File: src/rtl/cache_pkg.sv
// Shared definitions for the data cache, its miss engine and Data_Memory.
// Holds the default line/address widths, the line offset width, the miss
// engine state encoding and a line-alignment helper for the default width.
package cache_pkg;

  localparam int CACHE_ADDR_W  = 32;
  localparam int CACHE_LINE_W  = 256;
  localparam int LINE_OFFSET_W = 5;   // 32-byte lines

  typedef enum logic [2:0] {
    ST_IDLE,
    ST_WB,
    ST_WB_GAP,
    ST_FILL,
    ST_DONE,
    ST_ERR
  } miss_state_e;

  // Clear the byte-offset bits of a default-width address.
  function automatic logic [CACHE_ADDR_W-1:0] line_align(input logic [CACHE_ADDR_W-1:0] a);
    return {a[CACHE_ADDR_W-1:LINE_OFFSET_W], {LINE_OFFSET_W{1'b0}}};
  endfunction

endpackage

File: src/rtl/dcache_miss_engine_if.sv
// Line memory bus between the miss engine (master) and Data_Memory (slave).
//   mem_data_i   : read data from memory
//   mem_ack_i    : single-cycle completion pulse
//   mem_data_o   : write data to memory
//   mem_addr_o   : line-aligned address
//   mem_enable_o : request valid
//   mem_write_o  : 1 = write, 0 = read
interface dcache_miss_engine_if #(
  parameter int ADDR_W = 32,
  parameter int LINE_W = 256
);
  logic [LINE_W-1:0] mem_data_i;
  logic              mem_ack_i;
  logic [LINE_W-1:0] mem_data_o;
  logic [ADDR_W-1:0] mem_addr_o;
  logic              mem_enable_o;
  logic              mem_write_o;

  modport master (
    input  mem_data_i, mem_ack_i,
    output mem_data_o, mem_addr_o, mem_enable_o, mem_write_o
  );

  modport slave (
    output mem_data_i, mem_ack_i,
    input  mem_data_o, mem_addr_o, mem_enable_o, mem_write_o
  );
endinterface

File: src/rtl/dcache_miss_engine_timer.sv
// Memory wait timer: counts cycles of an outstanding transfer.
//   clk_i, rst_i : clock, async active-low reset
//   clr          : hold count at zero (outside a transfer)
//   en           : count this cycle (transfer active, no ack)
//   expired      : count has reached TIMEOUT-1
module mem_wait_timer #(
  parameter int TIMEOUT = 64
) (
  input  logic clk_i,
  input  logic rst_i,
  input  logic clr,
  input  logic en,
  output logic expired
);
  // One spare bit so the count never wraps at TIMEOUT.
  localparam int CNT_W = $clog2(TIMEOUT) + 1;

  logic [CNT_W-1:0] cnt;

  assign expired = (cnt == CNT_W'(TIMEOUT - 1));

  always_ff @(posedge clk_i or negedge rst_i) begin
    if (!rst_i)                cnt <= '0;
    else if (clr)              cnt <= '0;
    else if (en && !expired)   cnt <= cnt + CNT_W'(1);
  end
endmodule

File: src/rtl/dcache_miss_engine.sv
// Data cache miss engine: optional write-back of a dirty victim line followed
// by a refill of the missing line over the 256-bit line memory bus.
//   clk_i, rst_i : clock, async active-low reset
//   req_i        : miss request (sampled in IDLE only)
//   wb_i         : victim dirty, write back first
//   wb_addr_i    : victim line address
//   wb_data_i    : victim line data
//   fill_addr_i  : missing line address
//   busy_o       : request in progress
//   done_o       : one-cycle completion pulse (also on timeout)
//   error_o      : sticky timeout flag, cleared by the next accepted request
//   fill_data_o  : last refilled line
//   mem          : memory bus (master side)
module dcache_miss_engine
  import cache_pkg::*;
#(
  parameter int ADDR_W  = CACHE_ADDR_W,
  parameter int LINE_W  = CACHE_LINE_W,
  parameter int TIMEOUT = 64
) (
  input  logic              clk_i,
  input  logic              rst_i,
  input  logic              req_i,
  input  logic              wb_i,
  input  logic [ADDR_W-1:0] wb_addr_i,
  input  logic [LINE_W-1:0] wb_data_i,
  input  logic [ADDR_W-1:0] fill_addr_i,
  output logic              busy_o,
  output logic              done_o,
  output logic              error_o,
  output logic [LINE_W-1:0] fill_data_o,
  dcache_miss_engine_if.master mem
);

  localparam logic [ADDR_W-1:0] LINE_MASK =
    {{(ADDR_W-LINE_OFFSET_W){1'b1}}, {LINE_OFFSET_W{1'b0}}};

  miss_state_e       state, state_nxt;
  logic [ADDR_W-1:0] wb_addr_q, fill_addr_q;
  logic [LINE_W-1:0] wb_data_q;
  logic              accept, xfer, expired;

  assign accept = (state == ST_IDLE) && req_i;
  assign xfer   = (state == ST_WB) || (state == ST_FILL);

  // Timer is held at zero outside a transfer, so it restarts on every
  // entry to WB or FILL (the WB_GAP cycle separates the two).
  mem_wait_timer #(.TIMEOUT(TIMEOUT)) u_timer (
    .clk_i   (clk_i),
    .rst_i   (rst_i),
    .clr     (!xfer),
    .en      (xfer && !mem.mem_ack_i),
    .expired (expired)
  );

  always_ff @(posedge clk_i or negedge rst_i) begin
    if (!rst_i) state <= ST_IDLE;
    else        state <= state_nxt;
  end

  always_ff @(posedge clk_i or negedge rst_i) begin
    if (!rst_i) begin
      wb_addr_q   <= '0;
      wb_data_q   <= '0;
      fill_addr_q <= '0;
    end else if (accept) begin
      wb_addr_q   <= wb_addr_i;
      wb_data_q   <= wb_data_i;
      fill_addr_q <= fill_addr_i;
    end
  end

  always_ff @(posedge clk_i or negedge rst_i) begin
    if (!rst_i) begin
      error_o     <= 1'b0;
      fill_data_o <= '0;
    end else begin
      if (accept)                   error_o <= 1'b0;
      else if (state_nxt == ST_ERR) error_o <= 1'b1;
      if ((state == ST_FILL) && mem.mem_ack_i) fill_data_o <= mem.mem_data_i;
    end
  end

  // Ack is tested before expiry so an ack on the last allowed cycle succeeds.
  always_comb begin
    state_nxt = state;
    case (state)
      ST_IDLE:   if (req_i) state_nxt = wb_i ? ST_WB : ST_FILL;
      ST_WB:     if (mem.mem_ack_i) state_nxt = ST_WB_GAP;
                 else if (expired)  state_nxt = ST_ERR;
      ST_WB_GAP: state_nxt = ST_FILL;
      ST_FILL:   if (mem.mem_ack_i) state_nxt = ST_DONE;
                 else if (expired)  state_nxt = ST_ERR;
      ST_DONE:   state_nxt = ST_IDLE;
      ST_ERR:    state_nxt = ST_IDLE;
      default:   state_nxt = ST_IDLE;
    endcase
  end

  // Bus outputs decode straight from state, so an async reset drops the
  // request in the same timestep.
  always_comb begin
    mem.mem_enable_o = xfer;
    mem.mem_write_o  = (state == ST_WB);
    mem.mem_addr_o   = '0;
    mem.mem_data_o   = '0;
    if (state == ST_WB) begin
      mem.mem_addr_o = wb_addr_q & LINE_MASK;
      mem.mem_data_o = wb_data_q;
    end else if (state == ST_FILL) begin
      mem.mem_addr_o = fill_addr_q & LINE_MASK;
    end
  end

  assign busy_o = (state != ST_IDLE);
  assign done_o = (state == ST_DONE) || (state == ST_ERR);

endmodule

File: src/flat_wrapper.sv
// flat-port wrapper written by rule: the top's interface ports become plain ports
module dcache_miss_engine_flat import cache_pkg::*;
#(
  parameter int ADDR_W  = CACHE_ADDR_W,
  parameter int LINE_W  = CACHE_LINE_W,
  parameter int TIMEOUT = 64
)
  (clk_i, rst_i, req_i, wb_i, wb_addr_i, wb_data_i, fill_addr_i, busy_o, done_o, error_o, fill_data_o, mem_mem_data_i, mem_mem_ack_i, mem_mem_data_o, mem_mem_addr_o, mem_mem_enable_o, mem_mem_write_o);
  dcache_miss_engine_if #(.ADDR_W(ADDR_W), .LINE_W(LINE_W)) mem_i ();
  input  logic clk_i;
  input  logic rst_i;
  input  logic req_i;
  input  logic wb_i;
  input  logic [ADDR_W-1:0] wb_addr_i;
  input  logic [LINE_W-1:0] wb_data_i;
  input  logic [ADDR_W-1:0] fill_addr_i;
  output logic busy_o;
  output logic done_o;
  output logic error_o;
  output logic [LINE_W-1:0] fill_data_o;
  input wire logic [$bits(mem_i.mem_data_i)-1:0] mem_mem_data_i;
  input wire logic [$bits(mem_i.mem_ack_i)-1:0] mem_mem_ack_i;
  output wire logic [$bits(mem_i.mem_data_o)-1:0] mem_mem_data_o;
  output wire logic [$bits(mem_i.mem_addr_o)-1:0] mem_mem_addr_o;
  output wire logic [$bits(mem_i.mem_enable_o)-1:0] mem_mem_enable_o;
  output wire logic [$bits(mem_i.mem_write_o)-1:0] mem_mem_write_o;
  assign mem_i.mem_data_i = mem_mem_data_i;
  assign mem_i.mem_ack_i = mem_mem_ack_i;
  assign mem_mem_data_o = mem_i.mem_data_o;
  assign mem_mem_addr_o = mem_i.mem_addr_o;
  assign mem_mem_enable_o = mem_i.mem_enable_o;
  assign mem_mem_write_o = mem_i.mem_write_o;
  dcache_miss_engine #(.ADDR_W(ADDR_W), .LINE_W(LINE_W), .TIMEOUT(TIMEOUT)) u_core (.clk_i(clk_i), .rst_i(rst_i), .req_i(req_i), .wb_i(wb_i), .wb_addr_i(wb_addr_i), .wb_data_i(wb_data_i), .fill_addr_i(fill_addr_i), .busy_o(busy_o), .done_o(done_o), .error_o(error_o), .fill_data_o(fill_data_o), .mem(mem_i));
endmodule
File: config.mk
export PLATFORM = sky130hd
export DESIGN_NAME = dcache_miss_engine_flat
export DESIGN_NICKNAME = d
export VERILOG_FILES = /design/src/rtl/cache_pkg.sv /design/src/rtl/dcache_miss_engine_if.sv /design/src/rtl/dcache_miss_engine_timer.sv /design/src/rtl/dcache_miss_engine.sv /design/src/flat_wrapper.sv
export SDC_FILE = /design/constraint.sdc
export NUM_CORES = 1
export LEC_CHECK = 0
export CAP_MARGIN = 10
export CORE_AREA = 2 2 444 446
export CTS_CLUSTER_DIAMETER = 80
export CTS_CLUSTER_SIZE = 10
export DETAILED_ROUTE_END_ITERATION = 6
export DIE_AREA = 0 0 446 448
export SLEW_MARGIN = 40
export SYNTH_ARGS = -nofsm -noshare
export SYNTH_HDL_FRONTEND = slang
export SYNTH_SLANG_ARGS = --single-unit
File: constraint.sdc
create_clock -name clk_i -period 2.2 [get_ports clk_i]
set_input_delay 0.44 -clock clk_i [delete_from_list [all_inputs] [get_ports clk_i]]
set_output_delay 0.44 -clock clk_i [all_outputs]
set_load 0.02 [all_outputs]
; Word-level counts from Yosys, hierarchy flattened
; Cells that the tools add are included.
[totals]
output_inout_bits = 549
ff_bits = 587
word_cells = 40
[op_classes]
reduce_logical = 11
add_sub_neg = 1
eq_ne = 8
muxes = 13
[op_table]
columns = cell, n
row1 = 256-bit two-way mux, 1
row2 = 32-bit two-way mux, 2
row3 = 7-bit two-way mux, 2
row4 = 3-bit two-way mux, 4
row5 = 3-bit case mux with 4 select lines, 1
row6 = 3-bit equality test (second input constant), 3
row7 = 7-bit by 1-bit adder with 7-bit output (second input constant), 1
row8 = 7-bit by 6-bit equality test with 1-bit output (second input constant), 1
row9 = 3-bit by 2-bit equality test with 1-bit output (second input constant), 2
row10 = 1-bit logical AND, 4
row11 = 3-bit by 1-bit equality test with 1-bit output (second input constant), 1
row12 = 3-bit zero test, 1
row13 = 3-bit nonzero test, 1
row14 = 1-bit zero test, 2
row15 = 1-bit logical OR, 2
row16 = 1-bit two-way mux, 2
row17 = 2-bit two-way mux, 1
row18 = 2-bit inequality test (second input constant), 1
row19 = 2-bit nonzero test, 1

; Depth between registers and ports, before layout
[logic_depth]
ltp_word = 7
mapped_depth = 7
ltp_nobuf = 4

; Cells and area by module
; From an unflattened synthesis, not the netlist that was laid out.
[unflattened]
cells_unflattened = 1642
area_unflattened_um2 = 24075.6
[by_module_without_submodules]
columns = mod, n_inst, cells_per_inst, area_each_um2, seq_area_each_um2
row1 = dcache_miss_engine, 1, 1600, 23655.2, 14263.7
row2 = mem_wait_timer, 1, 42, 420.4, 175.2

; Worst setup path after synthesis
; Ideal clock, no wire load.
[synth_timing]
kind = flip-flop to output port
start = reg u_core.state[1]
end = out mem_mem_data_o[216]
path_slack_ns = 0.210
path_stages_with_launch = 6
arrival_time_ns = 1.550
cell_sequence = dfrtp_1 -> buf_2 -> nor3b_1 -> clkbuf_1 -> clkbuf_1 -> and2_1
[synth_between]
elab_chain_len = 2
[synth_lines]
columns = element, line_no
row1 = start: declaration, dcache_miss_engine.sv:38  ; miss_state_e state, state_nxt;
row2 = start signal: assignment, dcache_miss_engine.sv:58  ; else state <= state_nxt;
row3 = 3-bit by 1-bit equality test with 1-bit output, dcache_miss_engine.sv:107  ; if (state == ST_WB) begin
row4 = 256-bit two-way mux, dcache_miss_engine.sv:107
row5 = end: declaration, flat_wrapper.sv:23  ; output wire logic [$bits(mem_i.mem_data_o)-1:0] mem_mem_data_o;
; Every way passes these cells.

; Final worst setup path
[layout_timing]
start = reg u_core.state[2]
end = out mem_mem_data_o[76]
; The elaborated chain is that of the path after synthesis.

==> impl_results.rst <==
.. list-table::
   :header-rows: 1

   * - Metric
     - Value
   * - Most frequent cells after synthesis
     - 577 x sky130_fd_sc_hd__dfrtp_1, 331 x sky130_fd_sc_hd__mux2_1, 256 x sky130_fd_sc_hd__and2_1, 235 x sky130_fd_sc_hd__mux2_2, 33 x sky130_fd_sc_hd__clkbuf_1
   * - Post-Syn Instances
     - 1605
   * - GR Util All Layers
     - 14.5%
   * - Type of destination of the critical path
     - primary output
   * - Drt pass-1 iters
     - 5
   * - Clk buf depth
     - 3
   * - Yosys synthesis warning count
     - 0
   * - Pre-CTS setup slack
     - -0.155 ns
   * - Most frequently used cell type in the post-synthesis netlist
     - sky130_fd_sc_hd__dfrtp_1
   * - Critical path, cell by cell
     - nor3b_4 -> buf_6 -> buf_16 -> buf_8 -> and2_1 -> buf_4
   * - Ports placed on the boundary
     - 1130
   * - CTS buffer count
     - 75
   * - Outcome
     - finished, violations left
   * - Number of remaining DRC errors
     - 0
   * - Max VDD drop
     - 0.721 mV
   * - Vias in the first global route
     - 18955
   * - Number of antenna-violating nets in the routed design
     - 0
   * - Total cell area at the placement stage
     - 39400 um2
   * - Share of synthesized area occupied by flip-flops and latches
     - 60.6%
   * - Core region area
     - 195000 um2
   * - Critical path startpoint category
     - flip-flop
   * - Worst clock skew on the final layout
     - 0.0228 ns
   * - Minimum hold slack
     - 0.318 ns
   * - Via density per instance
     - 3.48
   * - Width of the die
     - 446 um
   * - Slowest-stage cell, CP
     - sky130_fd_sc_hd__dfrtp_1
   * - Setup Total Neg Slack
     - -105.76 ns
   * - Post-synthesis register bit count
     - 577
   * - Clk slew on worst S/H paths
     - 0.06 ns
   * - Starting utilization of the core area
     - 12.3%
   * - Worst Hold Class
     - input port to async pin
   * - Top cells by area, synth
     - sky130_fd_sc_hd__dfrtp_1 61%, sky130_fd_sc_hd__mux2_1 16%, sky130_fd_sc_hd__mux2_2 11%
   * - Library cell used as clock root buffer
     - sky130_fd_sc_hd__clkbuf_16
   * - Unrepaired setup endpoints after global routing
     - true
   * - Summed area of non-filler cells in the final layout
     - 42300 um2
   * - Time the final worst path needs with I/O delays and setup
     - 2.69 ns
   * - H-tree levels
     - 3
   * - Final Hold Fails
     - 0
   * - Worst Tran Pin Value
     - 0.622 ns
   * - Clk sinks
     - 577
   * - Count of different cell masters after synthesis
     - 36
   * - Count of endpoints failing setup in the final report
     - 326
   * - Buffers on Ports
     - 1114
   * - Clock latency reported for the late side of the worst-skew pair
     - 0.68 ns
   * - WL/cell
     - 28.5 um
   * - Number of antenna violations at the first check in global routing
     - 193
   * - Failing checks
     - setup timing
   * - Ratio of total power to cell area
     - 1530 nW/um2
   * - Req. time, crit path
     - 1.76 ns
   * - Placement Rows
     - 162
   * - Max incr delay on CP
     - 0.41 ns
   * - Crit path arrival time
     - 2.25 ns
   * - Net total in the final layout
     - 3410
   * - Max Fclk
     - 372 MHz
   * - Reg2reg start
     - u_core.state[2]
   * - Total power after layout
     - 0.0648 W
   * - P_leak
     - 17.5 nW
   * - Max-slew violations
     - 0
   * - Mapped cell area
     - 23800 um2
   * - Final estimated routing congestion in global placement
     - 0.937
   * - Fraction of synthesis flops using an asynchronous set or reset pin
     - 100%
   * - Post-detail-place hpwl
     - 130 mm
   * - Iter 0 DRT Violations
     - 1012
   * - Post-Synthesis Mean Instance Area
     - 14.9 um2
   * - Clock tree from TritonCTS
     - done
   * - Maximum capacitance violations
     - 0
   * - Min setup slack post-route
     - -0.486 ns
   * - Worst reg2reg setup slack
     - -0.03 ns
   * - Capture point of the worst reg-to-reg path
     - u_core.fill_data_o[146]
   * - Share of layout cells above drive strength 1
     - 29.9%
   * - Number of enable-type register cells in the synthesized netlist
     - 0
   * - Die ar.
     - 200000 um2
   * - Floorplan die height
     - 448 um
   * - Via count of the routed design
     - 18967
   * - Primary FF master, synth
     - sky130_fd_sc_hd__dfrtp_1
   * - Top Family by Delay on Critical Path
     - buffers and inverters
   * - Worst R2R Path Depth
     - 9
   * - Routed WL
     - 155 mm
   * - Crit share post-route
     - 122%
   * - Cell taking the most area after synthesis
     - sky130_fd_sc_hd__dfrtp_1
   * - Slew HR
     - 58.5%
   * - Layout overhead on the synthesized area
     - 77.3%
   * - Setup Crit Path Kind
     - flip-flop to primary output
   * - Final global-route overflow total
     - 0
   * - WP buf/inv
     - 4
   * - Top-area cell type share of the netlist area
     - 60.6%
   * - Crit-path max FO
     - 9
   * - Global-route wire length before repair
     - 190 mm
   * - Largest net degree at the start of global routing
     - 71
-- flip-flops by register name, indices dropped and copies added (netlist names) --
name	flops
u_core.wb_addr_q	27
u_core.error_o	1
u_core.fill_data_o	256
u_core.state	3
u_core.fill_addr_q	27
u_core.wb_data_q	256
u_core.u_timer.cnt	7
-- layout by cell type, fill, tap and decap left out, drive strengths merged, types with 2 or more instances in the layout --
cell type and n:
buf 350, nor2 29, nand2b 2, or3 2, dfrtp 577, clkinvlp 3
a31oi 4, inv 8, dlymetal6s2s 2, clkdlybuf4s50 823, mux2 566, diode 47
nand3b 2, clkbuf 138, nor3b 2, bufinv 3, nand2 7, and2 256
nand3 2, conb 5, clkdlybuf4s15 18, nor2b 2, and4b 2, clkinv 8
mux2i 28, a21oi 3, o21ai 4
-- logic make-up (layout without fill, tap and decap cells) --
group / Yosys count / in the layout / synth area share, %
AO/OA/AOI/OAI: 17 / 17 / 0.457
adder cells (fa/ha/maj): 1 / 1 / 0.0525
buffers and inverters: 107 / 1354 / 3.16
flip-flops: 577 / 577 / 60.6
multiplexers: 594 / 594 / 27.9
other: 1 / 52 / 0.0157
AND/OR/NAND/NOR: 308 / 308 / 7.85
-- layout make-up --
cell class                      count  area, um2
Multi-Input combinational cell    925       9000
Timing Repair Buffer             1246      13300
Fill cell                       20861     152000
Clock buffer                       86       1990
Inverter                            3       18.8
Antenna cell                       47        118
Sequential cell                   577      14400
Clock inverter                     19        234
Tap cell                         2542       3180
-- stage by stage --
step / instances / util [%]
5_1_grt: 5415 / 21.7
3_5_place_dp: 5258 / 20.2
2_1_floorplan: 1609 / -
3_3_place_gp: 5258 / 20.2
6_report: 5445 / 21.7
4_1_cts: 5365 / 21.4
-- where the power goes --
group | total (W) | leakage [nW] | switching, W | internal (W)
Sequential | 0.0204 | 6.86 | 0.00431 | 0.0161
Combinational | 0.0327 | 9.53 | 0.0161 | 0.0166
Clock | 0.0118 | 1.09 | 0.00501 | 0.00675
-- how the worst max path moves through the flow --
stage,start,to,slack [ns],depth (start not counted)
after detailed placement,u_core.state[1],mem_mem_data_o[153],-0.15,5
final,u_core.state[2],mem_mem_data_o[76],-0.49,6
after global placement,u_core.state[1],mem_mem_data_o[70],-0.12,5
after CTS,u_core.state[1],mem_mem_data_o[117],-0.84,5
after global routing,u_core.state[2],mem_mem_data_o[142],-0.59,6
after floorplan,u_core.state[1],mem_mem_data_o[216],0.21,5
-- routing by layer --
layer,part of all wire [%],vias to the layer above,global-route usage (%)
met5,0.42,-,0
met1,35,9550,15.1
met3,11,344,7.55
li1,-,7994,-
met2,49,981,24.6
met4,4.2,98,6.05
-- repair_timing --
action                                  in CTS  in global routing
hold buffers                                 1                  0
cloned                                       1                 13
endpoints found under the setup margin     410                397
hold endpoints to repair                    11                  0
setup buffers                                0                 21
resized for setup                          282                451
pin swaps                                    1                 10
(Power assumes the default switching activity.)
